File: src/rtl/pe_ws_db.sv
// ---------------------------------------------------------------------------
// pe_ws_db: weight-stationary integer MAC processing element with a
// double-buffered weight, for use in an N x M systolic array.
//
// Weights stream down each column through the shadow register. The shadow
// register loads whenever w_valid_in is high. w_swap copies the shadow
// weight into the active weight, so the next tile's weights can be loaded
// while the current tile is still computing. Activations and their valid
// tags are registered and forwarded downward. Partial sums flow left to
// right with a latency of one cycle.
//
// Ports:
//   clk, rst                  clock and synchronous active-high reset
//   en                        global stall; when it is 0, every register holds
//   signed_mode               1 = signed x signed, 0 = unsigned x unsigned
//   w_in / w_valid_in         weight chain input and its shift strobe
//   w_out / w_valid_out       shadow weight and the registered strobe, to the PE below
//   w_swap                    active_w <= shadow_w
//   act_in / act_valid_in     activation input and its valid tag
//   act_out / act_valid_out   registered activation and valid tag, to the PE below
//   acc_in / clear_acc        partial sum from the left; clear_acc replaces it with 0
//   acc_out / acc_valid_out   registered partial sum and its new-result flag
//   ovf                       sticky overflow / saturation flag
// ---------------------------------------------------------------------------
module pe_ws_db #(
    parameter int DATA_W = 8,
    parameter int ACC_W  = 32,   // must be >= 2*DATA_W+1
    parameter int SAT_EN = 1
) (
    input  logic              clk,
    input  logic              rst,
    input  logic              en,
    input  logic              signed_mode,
    input  logic [DATA_W-1:0] w_in,
    input  logic              w_valid_in,
    output logic [DATA_W-1:0] w_out,
    output logic              w_valid_out,
    input  logic              w_swap,
    input  logic [DATA_W-1:0] act_in,
    input  logic              act_valid_in,
    output logic [DATA_W-1:0] act_out,
    output logic              act_valid_out,
    input  logic [ACC_W-1:0]  acc_in,
    input  logic              clear_acc,
    output logic [ACC_W-1:0]  acc_out,
    output logic              acc_valid_out,
    output logic              ovf
);

    logic [DATA_W-1:0] shadow_w_reg;
    logic [DATA_W-1:0] active_w_reg;

    // Both operands are widened by one bit. The extra bit is a sign bit only
    // in signed mode, so a single signed multiplier serves both modes.
    logic signed [DATA_W:0]     act_x;
    logic signed [DATA_W:0]     w_x;
    logic signed [2*DATA_W+1:0] prod;
    logic signed [ACC_W:0]      prod_ext;
    logic signed [ACC_W:0]      acc_sel_ext;
    logic signed [ACC_W:0]      sum;
    logic                       overflow;
    logic [ACC_W-1:0]           sat_val;
    logic [ACC_W-1:0]           acc_result;

    assign act_x = $signed({signed_mode & act_in[DATA_W-1], act_in});
    assign w_x   = $signed({signed_mode & active_w_reg[DATA_W-1], active_w_reg});
    assign prod  = act_x * w_x;

    // The size cast of a signed value sign-extends it. An unsigned-mode
    // product is non-negative, so its widened MSB is already 0.
    assign prod_ext = (ACC_W+1)'(prod);

    // acc_in is always treated as a signed ACC_W value, even in unsigned mode.
    assign acc_sel_ext = clear_acc ? '0 : $signed({acc_in[ACC_W-1], acc_in});
    assign sum         = acc_sel_ext + prod_ext;

    // If the two top bits of the (ACC_W+1)-bit sum differ, the sum does not
    // fit in ACC_W signed bits.
    assign overflow   = sum[ACC_W] ^ sum[ACC_W-1];
    assign sat_val    = sum[ACC_W] ? {1'b1, {(ACC_W-1){1'b0}}} : {1'b0, {(ACC_W-1){1'b1}}};
    assign acc_result = ((SAT_EN != 0) && overflow) ? sat_val : sum[ACC_W-1:0];

    always_ff @(posedge clk) begin
        if (rst) begin
            shadow_w_reg  <= '0;
            active_w_reg  <= '0;
            w_valid_out   <= 1'b0;
            act_out       <= '0;
            act_valid_out <= 1'b0;
            acc_out       <= '0;
            acc_valid_out <= 1'b0;
            ovf           <= 1'b0;
        end else if (en) begin
            // Nonblocking assignment makes a swap in the same cycle as a
            // shift take the old shadow value.
            if (w_valid_in) shadow_w_reg <= w_in;
            if (w_swap)     active_w_reg <= shadow_w_reg;
            w_valid_out   <= w_valid_in;
            act_out       <= act_in;
            act_valid_out <= act_valid_in;
            acc_valid_out <= act_valid_in;
            if (act_valid_in) begin
                acc_out <= acc_result;
                // Starting a new accumulation clears the sticky flag, unless
                // that same cycle overflows.
                ovf     <= clear_acc ? overflow : (ovf | overflow);
            end
        end
    end

    assign w_out = shadow_w_reg;

endmodule
File: config.mk
export PLATFORM = sky130hd
export DESIGN_NAME = pe_ws_db
export DESIGN_NICKNAME = d
export VERILOG_FILES = /design/src/rtl/pe_ws_db.sv
export SDC_FILE = /design/constraint.sdc
export NUM_CORES = 1
export LEC_CHECK = 0
export BUFFER_PORTS_ARGS = -buffer_cell sky130_fd_sc_hd__buf_2
export CORE_ASPECT_RATIO = 0.9
export CORE_MARGIN = 2
export CORE_UTILIZATION = 40
export DETAILED_ROUTE_END_ITERATION = 10
export PLACE_DENSITY_LB_ADDON = 0.15
export SLEW_MARGIN = 25
export SYNTH_ARGS = -nofsm -noshare
export SYNTH_HDL_FRONTEND = slang
export SYNTH_SLANG_ARGS = --single-unit
export TNS_END_PERCENT = 1
File: constraint.sdc
create_clock -name clk -period 12.3 [get_ports clk]
set_input_delay 3.69 -clock clk [delete_from_list [all_inputs] [get_ports clk]]
set_output_delay 3.69 -clock clk [all_outputs]
set_load 0.02 [all_outputs]
==> impl_metrics.json <==
{
  "wl_met1_mm": 10.5,
  "peakVddDrop_v": 0.0000678,
  "finClkSkew_ns": 0.0102,
  "drtIter0Drc": 331,
  "grt_max_degree": 64,
  "end_kind": "flip-flop",
  "postCtsHoldBufs": 0,
  "required_ns": 12.48,
  "track_usage": 0.174,
  "grt_pass1_vias": 6706,
  "cap_violations": 0,
  "nets": 1347,
  "slew_headroom": 0.433,
  "crit_path_start_kind": "input port",
  "rr_startpoint": "active_w_reg[0]$_SDFFE_PP0P_",
  "synth_top_flop_cell": "dfxtp_1",
  "antenna_cells": 0,
  "ant_nets": 0,
  "synth_cells": 1032,
  "vias": 6845,
  "first_pass_iters": 5,
  "grt-ovfl-total": 0,
  "ys_types": 71,
  "crit_path_start": "act_in[7]",
  "cts_tree": "yes",
  "clock_path_buffers": 2,
  "wl_met3_um": 639,
  "regArea_sq_um": 1180,
  "postCtsSetupRepairBufs": 0,
  "grt_pass1_wl_mm": 33.7,
  "fin_cells": 1393,
  "reg2reg_depth": 18,
  "syn2layout_area_growth_pct": 10.3,
  "numPortBuffers": 107,
  "dieWidth_um": 162,
  "ys_seq_area_frac": 0.132,
  "cts_sinks": 59,
  "hpwl_mm": 16.4,
  "cts-root-buf": "clkbuf_16",
  "yosys_warnings": 0,
  "antenna_found_initial": 0,
  "max_freq_ghz": 0.0948,
  "num_io_pins": 108,
  "wl_met2_mm": 8.82,
  "vias_per_cell": 4.91,
  "post_cts_resized": 0,
  "outcome": "finished, final reports clean",
  "htreeDepth": 3,
  "async_reset_ff_frac": 0,
  "critPathCapture": "acc_out[16]$_SDFFE_PP0P_",
  "worst_pin_slew_ns": 0.850,
  "core_sq_um": 21800,
  "synthTopCellsByArea": "fa_1 (26%), dfxtp_1 (13%), ha_1 (11%)",
  "cts.reportedPaths.clkPinSlew_ns": 0.05,
  "drc": 0,
  "synth_edf_count": 0,
  "cts_buffers": 9,
  "top_layer": "met4",
  "fin_tns_setup_ns": 0,
  "yosysMostFrequentCell": "inv_1",
  "clock_latency_ns": 0.34,
  "synth.avg_cell_area_sq_um": 8.70,
  "nFillCells": 2236,
  "min_period_ns": 10.55,
  "dp.cells": 1377,
  "power_density_nw_per_um2": 66.1,
  "maxSlewViolCount": 0,
  "r2r_slack_ns": 4.95,
  "period_share": 0.857,
  "drive_above_1_share": 0.183,
  "routed_wl_mm": 20.1,
  "multi_input_area_sq_um": 6710,
  "p_leak_nw": 4.90,
  "start_util": 0.411,
  "regMostFlops": "acc_out",
  "synth_top_area_cell": "fa_1",
  "worst_slack_ns": 1.75,
  "path_class": "in2reg",
  "rsz0062_at_grt": "no",
  "die_y_um": 146,
  "place_congestion": 0.852,
  "wl_per_cell_um": 14.5,
  "synth_commonest_cells": "inv_1 (214), fa_1 (116), ha_1 (78)",
  "crit_fanout": 26,
  "finalHoldViolations": 0,
  "dp_slack_ns": 1.38,
  "r2r-end": "acc_out[16]$_SDFFE_PP0P_",
  "largest_reg_flops": 32,
  "row_count": 51,
  "synth_top_area_frac": 0.259,
  "dpl_cell_area_sq_um": 9620,
  "final-setup-viol-count": 0,
  "hold_class": "reg2reg",
  "syn-cell-area_sq_um": 8970,
  "mappedNetlistNets": 1282,
  "final_area_sq_um": 9900,
  "synth-seq-cells": 59,
  "crit_arrival_ns": 10.73,
  "dieArea_sq_um": 23600
}
[per-layer routing]
metal | vias up | GRT usage
met5 | - | 0
met4 | 0 | 0.0332
met3 | 11 | 0.0213
met2 | 122 | 0.264
met1 | 3281 | 0.267
li1 | 3431 | -
[logic make-up (layout without fill, tap and decap cells)]
kind of cell,Yosys count,in the layout,synth area share
adders and majority gates,224,224,0.405
buffers and inverters,270,340,0.121
and+or+nand+nor,288,288,0.159
AOI/OAI and AO/OA,152,152,0.141
muxes,13,13,0.0145
xor gates and xnor gates,26,26,0.0275
DFF,59,59,0.132
[where the power goes]
group,leakage (nW),switching (mW),internal (mW)
sequential,0.484,0.00801,0.202
clock,0.128,0.0966,0.137
combinational,4.29,0.127,0.0831
[critical path: stages]
cell	delay [ns]
buf_2	0.19
and2_1	0.28
nand2_1	0.16
fa_1	0.74
fa_1	0.60
fa_1	0.74
inv_1	0.30
fa_1	0.55
inv_1	0.05
fa_1	0.47
inv_1	0.04
ha_1	0.40
a21o_1	0.20
a211oi_1	0.51
nand3b_1	0.15
o32a_4	0.36
xnor2_4	0.69
buf_4	0.31
maj3_2	0.20
a211oi_2	0.06
[cells in the final DEF (no fill, tap or decap), types with 8 or more instances in the layout]
cell type,instances
nor2_1,71
o21ai_0,8
xor2_1,12
dfxtp_1,59
clkbuf_16,9
a21oi_1,46
fa_1,116
ha_1,78
nor3_1,11
mux2i_1,13
nand3_1,28
xnor2_1,13
buf_2,107
a211oi_2,32
nand2_1,76
nor2b_1,36
maj3_2,30
a21o_1,14
inv_1,214
and2_1,35
[worst min-delay path by stage]
| stage | slack (ns) | endpoint | start | depth (start not counted) |
|---|---|---|---|---|
| global route | 0.51 | w_out[5]$_SDFFE_PP0P_ | w_out[5]$_SDFFE_PP0P_ | 2 |
| detailed placement | 0.46 | w_valid_out$_SDFFE_PP0P_ | w_valid_out$_SDFFE_PP0P_ | 2 |
| global placement | 0.46 | w_out[7]$_SDFFE_PP0P_ | w_out[7]$_SDFFE_PP0P_ | 2 |
| finish | 0.47 | w_valid_out$_SDFFE_PP0P_ | w_valid_out$_SDFFE_PP0P_ | 2 |
| CTS | 0.47 | w_valid_out$_SDFFE_PP0P_ | w_valid_out$_SDFFE_PP0P_ | 2 |
| floorplan | 0.50 | active_w_reg[6]$_SDFFE_PP0P_ | active_w_reg[6]$_SDFFE_PP0P_ | 2 |
[through the flow]
stage	util	power, mW	hold WS, ns
final	0.453	0.654	0.468
after global routing	0.453	0.697	0.505
after CTS	0.453	0.663	0.473
after detailed placement	0.441	0.427	0.464
after global placement	0.441	0.425	0.457
after floorplan	-	0.376	0.501
[final cells by class]
cell class	instances	area share
timing repair buffer	110	0.0564
clock inverter	7	0.00544
tap	291	0.0368
multi-input combinational	703	0.678
inverter	214	0.0812
clock buffer	9	0.0228
sequential	59	0.119
No activity file was read; power rests on OpenSTA's default activity.
